**src/rtl/clk_meter_pkg.sv**
```systemverilog
// Shared types and defaults for the clock period meter.
package clk_meter_pkg;

  localparam int CNT_W_DEF       = 8;
  localparam int SYNC_STAGES_DEF = 2;
  localparam int LOCK_CNT_DEF    = 2;

  typedef enum logic [1:0] {
    ST_IDLE      = 2'd0,
    ST_WAIT_RISE = 2'd1,
    ST_MEAS_HIGH = 2'd2,
    ST_MEAS_LOW  = 2'd3
  } meter_state_t;

  // All-ones value of a phase counter of width w. A counter that reaches this
  // value is treated as saturated.
  function automatic int cnt_sat(input int w);
    return (1 << w) - 1;
  endfunction

endpackage

```
**src/rtl/sync_edge_det.sv**
```systemverilog
// Multi-flop synchronizer for a slow asynchronous input, with one-cycle
// rise/fall pulses derived from the synchronized level.
module sync_edge_det #(
  parameter int STAGES = 2
) (
  input  logic clk_i,
  input  logic rst,
  input  logic d,
  output logic s,
  output logic rise,
  output logic fall
);

  logic [STAGES-1:0] sync_q;
  logic              prev_s;

  // Shift the raw input through the synchronizer chain and keep the last
  // synchronized value for edge detection.
  always_ff @(posedge clk_i) begin
    if (rst) begin
      sync_q <= '0;
      prev_s <= 1'b0;
    end else begin
      sync_q <= {sync_q[STAGES-2:0], d};
      prev_s <= sync_q[STAGES-1];
    end
  end

  assign s    = sync_q[STAGES-1];
  assign rise = s & ~prev_s;
  assign fall = ~s & prev_s;

endmodule

```
**src/rtl/clk_period_meter.sv**
```systemverilog
// Measures high/low/period lengths of a slow signal in clk_i cycles and
// reports lock once consecutive periods match.
//
//   state        | meaning
//   -------------+-----------------------------------------------------------
//   ST_IDLE      | disabled; counters, match count and overflow cleared
//   ST_WAIT_RISE | armed; waiting for a rising edge to start a clean period
//   ST_MEAS_HIGH | counting the high phase
//   ST_MEAS_LOW  | counting the low phase; next rise closes and reports period
module clk_period_meter
  import clk_meter_pkg::*;
#(
  parameter int CNT_W       = CNT_W_DEF,
  parameter int SYNC_STAGES = SYNC_STAGES_DEF,
  parameter int LOCK_CNT    = LOCK_CNT_DEF
) (
  input  logic             clk_i,
  input  logic             rst,
  input  logic             sig_i,
  input  logic             meas_en,
  output logic [CNT_W-1:0] high_o,
  output logic [CNT_W-1:0] low_o,
  output logic [CNT_W:0]   period_o,
  output logic             valid_o,
  output logic             lock_o,
  output logic             overflow_o
);

  localparam int               MC_W     = $clog2(LOCK_CNT);
  localparam logic [MC_W-1:0]  MC_MAX   = MC_W'(LOCK_CNT - 1);
  localparam logic [CNT_W-1:0] CNT_MAX  = CNT_W'(cnt_sat(CNT_W));
  localparam logic [CNT_W-1:0] CNT_ONE  = CNT_W'(1);

  logic s, rise, fall;

  meter_state_t     state, state_n;
  logic [CNT_W-1:0] cnt, cnt_n, cnt_inc;
  logic [CNT_W-1:0] hi_cap, hi_cap_n;
  logic [CNT_W-1:0] high_n, low_n;
  logic [CNT_W:0]   period_n, period_new;
  logic             valid_n, lock_n, ovf_n;
  logic [MC_W-1:0]  mc, mc_n;
  logic             first_v, first_n;
  logic             ovf_hit;

  sync_edge_det #(
    .STAGES(SYNC_STAGES)
  ) u_sync (
    .clk_i(clk_i),
    .rst  (rst),
    .d    (sig_i),
    .s    (s),
    .rise (rise),
    .fall (fall)
  );

  // State, counters and registered outputs.
  always_ff @(posedge clk_i) begin
    if (rst) begin
      state      <= ST_IDLE;
      cnt        <= '0;
      hi_cap     <= '0;
      high_o     <= '0;
      low_o      <= '0;
      period_o   <= '0;
      valid_o    <= 1'b0;
      lock_o     <= 1'b0;
      overflow_o <= 1'b0;
      mc         <= '0;
      first_v    <= 1'b0;
    end else begin
      state      <= state_n;
      cnt        <= cnt_n;
      hi_cap     <= hi_cap_n;
      high_o     <= high_n;
      low_o      <= low_n;
      period_o   <= period_n;
      valid_o    <= valid_n;
      lock_o     <= lock_n;
      overflow_o <= ovf_n;
      mc         <= mc_n;
      first_v    <= first_n;
    end
  end

  // Next-state, phase counting, period reporting and lock tracking.
  always_comb begin
    state_n    = state;
    cnt_n      = cnt;
    hi_cap_n   = hi_cap;
    high_n     = high_o;
    low_n      = low_o;
    period_n   = period_o;
    valid_n    = 1'b0;
    lock_n     = lock_o;
    ovf_n      = overflow_o;
    mc_n       = mc;
    first_n    = first_v;
    ovf_hit    = 1'b0;
    cnt_inc    = cnt + 1'b1;
    period_new = {1'b0, hi_cap} + {1'b0, cnt};

    if (!meas_en) begin
      state_n = ST_IDLE;
      cnt_n   = '0;
      mc_n    = '0;
      lock_n  = 1'b0;
      ovf_n   = 1'b0;
    end else begin
      case (state)
        ST_IDLE: begin
          cnt_n   = '0;
          mc_n    = '0;
          lock_n  = 1'b0;
          ovf_n   = 1'b0;
          first_n = 1'b1;
          state_n = ST_WAIT_RISE;
        end
        ST_WAIT_RISE: begin
          if (rise) begin
            cnt_n   = CNT_ONE;
            state_n = ST_MEAS_HIGH;
          end
        end
        ST_MEAS_HIGH: begin
          if (fall) begin
            hi_cap_n = cnt;
            cnt_n    = CNT_ONE;
            state_n  = ST_MEAS_LOW;
          end else if (s) begin
            if (cnt_inc == CNT_MAX) ovf_hit = 1'b1;
            else                    cnt_n   = cnt_inc;
          end
        end
        ST_MEAS_LOW: begin
          if (rise) begin
            valid_n  = 1'b1;
            high_n   = hi_cap;
            low_n    = cnt;
            period_n = period_new;
            cnt_n    = CNT_ONE;
            state_n  = ST_MEAS_HIGH;
            first_n  = 1'b0;
            // The first report after arming has nothing valid to compare to.
            if (!first_v && (period_new == period_o))
              mc_n = (mc == MC_MAX) ? mc : mc + 1'b1;
            else
              mc_n = '0;
            lock_n = (mc_n == MC_MAX);
          end else if (!s) begin
            if (cnt_inc == CNT_MAX) ovf_hit = 1'b1;
            else                    cnt_n   = cnt_inc;
          end
        end
        default: state_n = ST_IDLE;
      endcase

      // A saturated phase abandons the period and re-arms on the next rise.
      if (ovf_hit) begin
        ovf_n   = 1'b1;
        lock_n  = 1'b0;
        mc_n    = '0;
        cnt_n   = '0;
        first_n = 1'b1;
        state_n = ST_WAIT_RISE;
      end
    end
  end

endmodule

```
**config.mk**
```make
export PLATFORM = sky130hd
export DESIGN_NAME = clk_period_meter
export DESIGN_NICKNAME = d
export VERILOG_FILES = /design/src/rtl/clk_meter_pkg.sv /design/src/rtl/sync_edge_det.sv /design/src/rtl/clk_period_meter.sv
export SDC_FILE = /design/constraint.sdc
export NUM_CORES = 1
export LEC_CHECK = 0
export BUFFER_PORTS_ARGS = -buffer_cell sky130_fd_sc_hd__buf_2
export CAP_MARGIN = 20
export CORE_ASPECT_RATIO = 2
export CORE_MARGIN = 4
export CORE_UTILIZATION = 58
export DETAILED_ROUTE_END_ITERATION = 10
export GPL_ROUTABILITY_DRIVEN = 0
export PLACE_DENSITY = 0.76
export REMOVE_ABC_BUFFERS = 1
export SLEW_MARGIN = 20
export SYNTH_ARGS = -nofsm -noshare
export SYNTH_HDL_FRONTEND = slang
export SYNTH_SLANG_ARGS = --single-unit
export TNS_END_PERCENT = 5
```
**constraint.sdc**
```tcl
create_clock -name clk_i -period 3.1 [get_ports clk_i]
set_input_delay 0.465 -clock clk_i [delete_from_list [all_inputs] [get_ports clk_i]]
set_output_delay 0.465 -clock clk_i [all_outputs]
set_load 0.005 [all_outputs]
```
==> results of run 1 <==
==> worst paths after layout <==
path | startpoint | to
max | cnt[0] | mc
min reg2reg | u_sync.sync_q[0] | u_sync.sync_q[1]
max reg2reg | cnt[0] | mc
min | sig_i | u_sync.sync_q[0]
==> cells by family (layout without fill, tap and decap cells) <==
kind of cell,Yosys count,after routing,share of synthesized area (%)
fa+ha+maj,11,11,5.36
compound gates,91,91,21.9
flops,50,50,36.9
buf+inv,27,52,5.22
mux,7,7,2.59
xor+xnor,11,11,3.83
simple gates,138,138,24.2
==> metrics by stage <==
stage          std cells  hold slack (ps)  setup slack, ps  area (µm²)
3_5_place_dp         407              433              199        2880
5_1_grt              415              361             45.8        2980
2_1_floorplan        312              414              371        2580
6_report             415              373              187        2980
4_1_cts              415              368              182        2980
3_3_place_gp         407              429              288        2880
==> cells in the final DEF, fill, tap and decap left out, drive strengths merged, types with 3 or more instances in the layout <==
cell,count
a211oi,5
a21oi,40
a311oi,3
a31oi,4
and3,6
buf,40
clkbuf,7
dfxtp,50
ha,10
inv,4
mux2i,7
nand2,54
nand2b,4
nand3,7
nor2,33
nor2b,4
nor3,7
nor3b,3
o21ai,12
o21bai,3
o221ai,3
or4,4
xnor2,6
xor2,5
==> power by group through the flow <==
stage | Clock, mW | Sequential [mW] | Combinational (mW)
finish | 0.457 | 0.653 | 0.0361
global route | 0.490 | 0.654 | 0.0390
CTS | 0.465 | 0.653 | 0.0357
detailed placement | 0 | 0.668 | 0.0355
global placement | 0 | 0.668 | 0.0357
floorplan | 0 | 0.666 | 0.0188
==> layer usage <==
layer / part of all wire (%) / vias up / wire length, µm
met4: 3.9 / 0 / 274
met1: 38 / 1172 / 2620
met3: 5.7 / 24 / 394
li1: - / 1235 / -
met2: 53 / 102 / 3660
met5: 0 / - / 0
==> worst max-delay path: cells and delay by family, from the launching register on <==
kind / cells / cell delay (ps)
AO/OA/AOI/OAI: 2 / 460
AND/OR/NAND/NOR: 4 / 1270
adder cells (fa/ha/maj): 2 / 720
flip-flops: 1 / 390
==> flip-flops by register name, indices dropped and copies added, names as in the netlist <==
name	count
valid_o	1
high_o	8
overflow_o	1
state	2
u_sync.prev_s	1
mc	1
cnt	8
u_sync.sync_q	2
first_v	1
hi_cap	8
period_o	9
low_o	8
==> area by class of cell <==
type                       instances  share of cell area [%]
multi-input combinational        258                    52.6
sequential                        50                    33.6
timing repair buffer              40                    7.47
clock buffer                       7                    2.56
tap                               55                    2.31
clock inverter                     1                    1.01
inverter                           4                   0.504
==> results.json, run 1 <==
{
  "grt_first_pass_wirelength_um": 11700,
  "antenna_found_initial": 0,
  "die_height_um": 105,
  "p_leak_nw": 1.24,
  "swShare_pct": 21.5,
  "numPortBuffers": 31,
  "cts_resized": 0,
  "hold_viol_final": 0,
  "drt_iter0_markers": 126,
  "ys_top_cells_by_count": "nand2_1, dfxtp_1, a21oi_1",
  "drc": 0,
  "period_needed_ps": 2910,
  "initial_utilization_pct": 59.5,
  "cp.required_ps": 3320,
  "slew_headroom_pct": 47.3,
  "core-area_mm2": 0.00455,
  "grt_pass1_vias": 2525,
  "crit_fanout": 8,
  "pwr-share-seq_pct": 57.0,
  "intPower_mw": 0.900,
  "antenna_cells": 0,
  "fmax_mhz": 343,
  "ir_worst_vdd_v": 0.000272,
  "synth_top_area_share_pct": 36.9,
  "final_nets": 374,
  "synthTopCellsByArea": "dfxtp_1, nand2_1, a21oi_1",
  "synth_most_common_cell": "nand2_1",
  "ys_warn_count": 0,
  "final-setup-viol-count": 0,
  "layout-drive-gt1-share_pct": 15.6,
  "setup-tns-final_ps": 0,
  "synth_cell_types": 61,
  "clk_pin_slew_worst_paths_ps": 90,
  "area_growth_syn_to_layout_pct": 10.0,
  "grt_use_met3_pct": 3.21,
  "firstDrtPassIters": 4,
  "cap_violations": 0,
  "rrSetupSlack_ps": 190,
  "antenna_left": 0,
  "cp_common_cell": "or4_1",
  "vias": 2533,
  "slew_viol_final": 0,
  "crit_chain": "ha_1, fa_1, a211oi_2, nor2_1, and3_1, or4_1, or4_1, o31ai_2",
  "wl_per_cell_um": 16.7,
  "period_share_pct": 94.0,
  "fillers": 426,
  "ys.flop_type": "dfxtp_1",
  "critPathCaptureType": "flip-flop",
  "busiest_layer": "met2",
  "rsz0062_at_grt": "no",
  "tritoncts": "done",
  "p_total_mw": 1.15,
  "vias_per_cell": 6.10,
  "worst_pin_slew_ps": 790,
  "io_pins": 32,
  "worstSetupPathType": "flip-flop to flip-flop",
  "multi_input_area_mm2": 0.00157,
  "hold_buffers": 0,
  "die_w_um": 56.3,
  "clk_latency_ps": 300,
  "syn_inst": 335,
  "ys_seq_area_share_pct": 36.9,
  "p_sw_mw": 0.246,
  "synth_edf_count": 0,
  "cp.arrival_ps": 3140,
  "ys_ff_latch": 50,
  "synth.cell_area_mm2": 0.00271,
  "place.detailed.hpwl_um": 5050,
  "worstRegToRegCells": 8,
  "gr-usage-all-layers_pct": 24.6,
  "cts-buffers-inserted": 5,
  "max_stage_delay_ps": 520,
  "pwr-share-comb_pct": 3.1,
  "die_area_mm2": 0.00590,
  "avgSynthCellArea_um2": 8.09,
  "grt_use_met2_pct": 43.6,
  "fin_skew_ps": 4.62,
  "gr-total-overflow": 0,
  "yosys.area.top_type": "dfxtp_1",
  "powerDensity_mw_per_mm2": 384,
  "routed_wl_um": 6950,
  "grt_util_met1_pct": 27.6,
  "regArea_mm2": 0.00100,
  "crit_slowest_cell": "or4_1",
  "holdPathStages": 2,
  "fin_util_pct": 65.5,
  "outcome": "completed",
  "grt_max_degree": 40,
  "hold_path_class": "input port to flip-flop",
  "pwr-share-clk_pct": 39.9,
  "cts_buffer_depth": 2,
  "num_rows": 35,
  "async_flop_share_pct": 0,
  "root_buffer": "clkbuf_8",
  "clock_sinks": 50,
  "cts_setup_buffers": 0,
  "start_kind": "flip-flop",
  "h-tree-depth": 2
}
Note: power is estimated with default switching activity, not from simulation.
==> inputs of run 2 (changes only) <==
--- a/config.mk
+++ b/config.mk
@@ -5,14 +5,14 @@
 export SDC_FILE = /design/constraint.sdc
 export NUM_CORES = 1
 export LEC_CHECK = 0
-export BUFFER_PORTS_ARGS = -buffer_cell sky130_fd_sc_hd__buf_2
+export BUFFER_PORTS_ARGS = -buffer_cell sky130_fd_sc_hd__buf_4
 export CAP_MARGIN = 20
 export CORE_ASPECT_RATIO = 2
 export CORE_MARGIN = 4
-export CORE_UTILIZATION = 58
+export CORE_UTILIZATION = 57
 export DETAILED_ROUTE_END_ITERATION = 10
 export GPL_ROUTABILITY_DRIVEN = 0
-export PLACE_DENSITY = 0.76
+export PLACE_DENSITY = 0.75
 export REMOVE_ABC_BUFFERS = 1
 export SLEW_MARGIN = 20
 export SYNTH_ARGS = -nofsm -noshare
==> run 2 against run 1 <==
Compared with the run above:
- setup slack improved by 8.3 ps
- cell count fell by 0.24%
- wire length rose by 0.40%
- non-clock buffer count fell by 1
- critical path depth did not move
- sequential cell count did not move
- critical endpoint unchanged
- largest cell class unchanged
==> results.json, run 2 (synthesis results as in run 1) <==
{
  "holdPathStages": 2,
  "pwr-share-clk_pct": 41.5,
  "hold_viol_final": 0,
  "drc": 0,
  "slew_viol_final": 0,
  "die_area_mm2": 0.00599,
  "die_w_um": 56.8,
  "swShare_pct": 23.4,
  "start_kind": "flip-flop",
  "worstSetupPathType": "flip-flop to flip-flop",
  "fin_skew_ps": 4.95,
  "die_height_um": 106,
  "intPower_mw": 0.903,
  "clk_pin_slew_worst_paths_ps": 100,
  "tritoncts": "done",
  "grt_pass1_vias": 2358,
  "final_nets": 373,
  "routed_wl_um": 6980,
  "cp.arrival_ps": 3150,
  "p_total_mw": 1.18,
  "place.detailed.hpwl_um": 4990,
  "initial_utilization_pct": 58.9,
  "period_needed_ps": 2900,
  "final-setup-viol-count": 0,
  "cap_violations": 0,
  "io_pins": 32,
  "wl_per_cell_um": 16.8,
  "vias_per_cell": 6.22,
  "setup-tns-final_ps": 0,
  "final_cell_mix": "nand2_1, dfxtp_1, a21oi_1, buf_4, nor2_1",
  "cp.required_ps": 3340,
  "vias": 2575,
  "powerDensity_mw_per_mm2": 385,
  "hold_path_class": "input port to flip-flop",
  "regArea_mm2": 0.00100,
  "cts-buffers-inserted": 5,
  "top_register": "period_o",
  "p_leak_nw": 1.24,
  "antenna_left": 0,
  "cts_buffer_depth": 2,
  "pwr-share-comb_pct": 3.1,
  "area_growth_syn_to_layout_pct": 13.0,
  "largest_reg_flops": 9,
  "fmax_mhz": 344,
  "fillers": 407,
  "num_rows": 35,
  "antenna_cells": 0,
  "holdWs_ps": 356,
  "h-tree-depth": 2,
  "drt_iter0_markers": 105,
  "ir_worst_vdd_v": 0.000392,
  "layout-drive-gt1-share_pct": 15.9,
  "clk_latency_ps": 320,
  "antenna_found_initial": 0,
  "final_common_cell": "nand2_1",
  "firstDrtPassIters": 5,
  "outcome": "completed",
  "hold_buffers": 0,
  "period_share_pct": 93.7,
  "cts_resized": 0,
  "gr-total-overflow": 0,
  "core-area_mm2": 0.00460,
  "pwr-share-seq_pct": 55.4,
  "slew_headroom_pct": 54.5,
  "root_buffer": "clkbuf_8",
  "gr-usage-all-layers_pct": 24.2,
  "grt_first_pass_wirelength_um": 11400,
  "cts_setup_buffers": 0,
  "worst_pin_slew_ps": 681,
  "critPathCaptureType": "flip-flop",
  "clock_sinks": 50,
  "p_sw_mw": 0.276,
  "worstRegToRegCells": 8,
  "crit_fanout": 8,
  "rsz0062_at_grt": "no",
  "multi_input_area_mm2": 0.00157,
  "grt_max_degree": 41,
  "numPortBuffers": 31
}
## run 2: cell types whose count changed in the layout (fill, tap and decap cells not counted)
cell,change
buf_2,-31
buf_4,+30
clkbuf_1,-2
clkinv_4,+1
inv_6,+1
## run 2: worst paths after layout
kind,end,slack [ps],from
worst min-delay path,u_sync.sync_q[0],360,sig_i
worst max register to register,mc,200,cnt[0]
worst min register to register,u_sync.sync_q[1],450,u_sync.sync_q[0]
worst max-delay path,mc,200,cnt[0]
## run 2: layer usage
metal	part of all wire, %	track usage (%)
met3	6.1	3.31
met1	38	27.8
met5	0	0
met4	3.3	12.3
met2	53	42.5
## run 2: critical path, stage by stage (launching register included)
cell and delay, ps:
dfxtp_1 400, ha_1 270, fa_1 460, a211o_2 380, a21oi_1 180, nor3_1 80, or4_1 470, or4_1 430
o31ai_2 180
## run 2: metrics by stage
| stage | cells | setup slack (ps) | utilization, % | instance area (µm²) |
|---|---|---|---|---|
| 2_1_floorplan | 312 | 371 | - | 2580 |
| 3_3_place_gp | 406 | 292 | 64.1 | 2950 |
| 3_5_place_dp | 406 | 237 | 64.1 | 2950 |
| 4_1_cts | 414 | 211 | 66.6 | 3060 |
| 5_1_grt | 414 | 79.4 | 66.6 | 3060 |
| 6_report | 414 | 195 | 66.6 | 3060 |
## run 2: area by class of cell
| cell class | count | area share (%) |
|---|---|---|
| flip-flops and latches | 50 | 32.7 |
| well taps | 55 | 2.25 |
| repair buffers | 39 | 9.56 |
| inverters | 4 | 0.490 |
| clock buffers | 5 | 2.25 |
| clock inverters | 3 | 1.55 |
| multi-input cells | 258 | 51.2 |
## run 2: power by group through the flow
stage               logic, mW  clock network, mW  registers, mW
floorplan              0.0188                  0          0.666
global placement       0.0357                  0          0.668
detailed placement     0.0361                  0          0.668
CTS                    0.0362              0.497          0.653
global route           0.0402              0.521          0.654
finish                 0.0370              0.489          0.653
==> inputs of run 3 (changes only) <==
--- a/config.mk
+++ b/config.mk
@@ -7,12 +7,12 @@
 export LEC_CHECK = 0
 export BUFFER_PORTS_ARGS = -buffer_cell sky130_fd_sc_hd__buf_4
 export CAP_MARGIN = 20
-export CORE_ASPECT_RATIO = 2
+export CORE_ASPECT_RATIO = 1.2
 export CORE_MARGIN = 4
-export CORE_UTILIZATION = 57
+export CORE_UTILIZATION = 40
 export DETAILED_ROUTE_END_ITERATION = 10
 export GPL_ROUTABILITY_DRIVEN = 0
-export PLACE_DENSITY = 0.75
+export PLACE_DENSITY = 0.55
 export REMOVE_ABC_BUFFERS = 1
 export SLEW_MARGIN = 20
 export SYNTH_ARGS = -nofsm -noshare
==> run 3 against run 2 <==
Compared with the run above:
- die area rose by 36%
- total power is 8.5% lower
- first-iteration DRC count increased by 95%
- sequential share of layout area is 0.30 points lower
- register-to-register slack got worse by 30 ps
- via count decreased by 5.0%
==> results.json, run 3 (synthesis results as in run 1) <==
{
  "final_cell_mix": "nand2_1, dfxtp_1, buf_4",
  "top_register": "period_o",
  "largest_reg_flops": 9,
  "outcome": "completed",
  "wl_per_cell_um": 15.7,
  "holdWs_ps": 367,
  "p_leak_nw": 1.23,
  "final_common_cell": "nand2_1",
  "intPower_mw": 0.820,
  "final_nets": 375,
  "gr-total-overflow": 0,
  "slew_headroom_pct": 54.7,
  "pwr-share-comb_pct": 3.3,
  "die_height_um": 98.2,
  "fin_skew_ps": 7.44,
  "rsz0062_at_grt": "no",
  "r2r_start": "cnt[0]",
  "drc": 0,
  "numPortBuffers": 31,
  "grt_pass1_vias": 2284,
  "slew_viol_final": 0,
  "antenna_left": 0,
  "r2r_end": "mc",
  "p_sw_mw": 0.259,
  "root_buffer": "clkbuf_8",
  "tritoncts": "done",
  "worst_pin_slew_ps": 679,
  "area_growth_syn_to_layout_pct": 14.0,
  "initial_utilization_pct": 41.5,
  "cts_buffer_depth": 2,
  "setup.worst_path.start": "cnt[0]",
  "core-area_mm2": 0.00653,
  "cp.required_ps": 3330,
  "routed_wl_um": 7020,
  "setup-tns-final_ps": 0,
  "period_needed_ps": 2930,
  "hold_path_class": "input port to flip-flop",
  "cp.arrival_ps": 3160,
  "cts_setup_buffers": 0,
  "clk_latency_ps": 310,
  "layout-drive-gt1-share_pct": 16.3,
  "firstDrtPassIters": 4,
  "fin_util_pct": 47.4,
  "pwr-share-clk_pct": 36.2,
  "rrSetupSlack_ps": 170,
  "holdCritStartpoint": "sig_i",
  "period_share_pct": 94.6,
  "critPathCaptureType": "flip-flop",
  "grt_first_pass_wirelength_um": 11500,
  "place.detailed.hpwl_um": 5000,
  "cp-endpoint": "mc",
  "crit_fanout": 8,
  "cap_violations": 0,
  "start_kind": "flip-flop",
  "vias_per_cell": 5.49,
  "hold_viol_final": 0,
  "cts_resized": 0,
  "ir_worst_vdd_v": 0.000253,
  "antenna_cells": 0,
  "grt_max_degree": 41,
  "die_area_mm2": 0.00816,
  "cts-buffers-inserted": 5,
  "worstSetupPathType": "flip-flop to flip-flop",
  "swShare_pct": 24.0,
  "vias": 2447,
  "pwr-share-seq_pct": 60.5,
  "h-tree-depth": 2,
  "p_total_mw": 1.08,
  "clock_sinks": 50,
  "antenna_found_initial": 0,
  "final-setup-viol-count": 0,
  "fmax_mhz": 341,
  "clk_pin_slew_worst_paths_ps": 90,
  "powerDensity_mw_per_mm2": 349,
  "gr-usage-all-layers_pct": 17.1,
  "hold_buffers": 0,
  "io_pins": 32,
  "die_w_um": 83.1,
  "worstRegToRegCells": 8,
  "num_rows": 32,
  "drt_iter0_markers": 205
}
run 3: per-layer routing:
metal  GRT usage (%)  wire length [µm]
met5               0                 0
met4            4.15                68
met3            3.04               346
met2            29.4              3390
met1            22.2              3210
run 3: worst min path at each step:
stage / end / slack [ps] / cells past startpoint
floorplan: u_sync.sync_q[1] / 410 / 1
global placement: u_sync.sync_q[1] / 420 / 1
detailed placement: u_sync.sync_q[1] / 420 / 1
CTS: u_sync.sync_q[0] / 360 / 2
global route: u_sync.sync_q[0] / 360 / 2
finish: u_sync.sync_q[0] / 370 / 2
run 3: metrics by stage:
step                std cells  setup slack [ps]  instance area, µm²
detailed placement        438               192                3000
CTS                       446               162                3090
global placement          438               259                3000
finish                    446               168                3090
global route              446              10.3                3090
floorplan                 312               371                2580
run 3: layout make-up:
| cell class | instances | area [µm²] |
|---|---|---|
| fill | 671 | 3440 |
| multi-input combinational | 258 | 1570 |
| sequential | 50 | 1000 |
| timing repair buffer | 41 | 308 |
| tap | 85 | 106 |
| clock buffer | 5 | 68.8 |
| clock inverter | 3 | 23.8 |
| inverter | 4 | 15.0 |
run 3: power groups by stage:
stage	Clock [mW]	Combinational, mW	Sequential, mW
global route	0.437	0.0398	0.654
detailed placement	0	0.0357	0.668
finish	0.391	0.0357	0.653
CTS	0.408	0.0357	0.653
global placement	0	0.0357	0.668
floorplan	0	0.0188	0.666
run 3: worst max-delay path, cell delays in order, from the launching register on:
cell and delay, ps:
dfxtp_1 390, ha_1 260, fa_1 470, a211oi_2 290
nor2_1 110, and3_1 170, or4_1 450, or4_1 530
o31ai_2 170
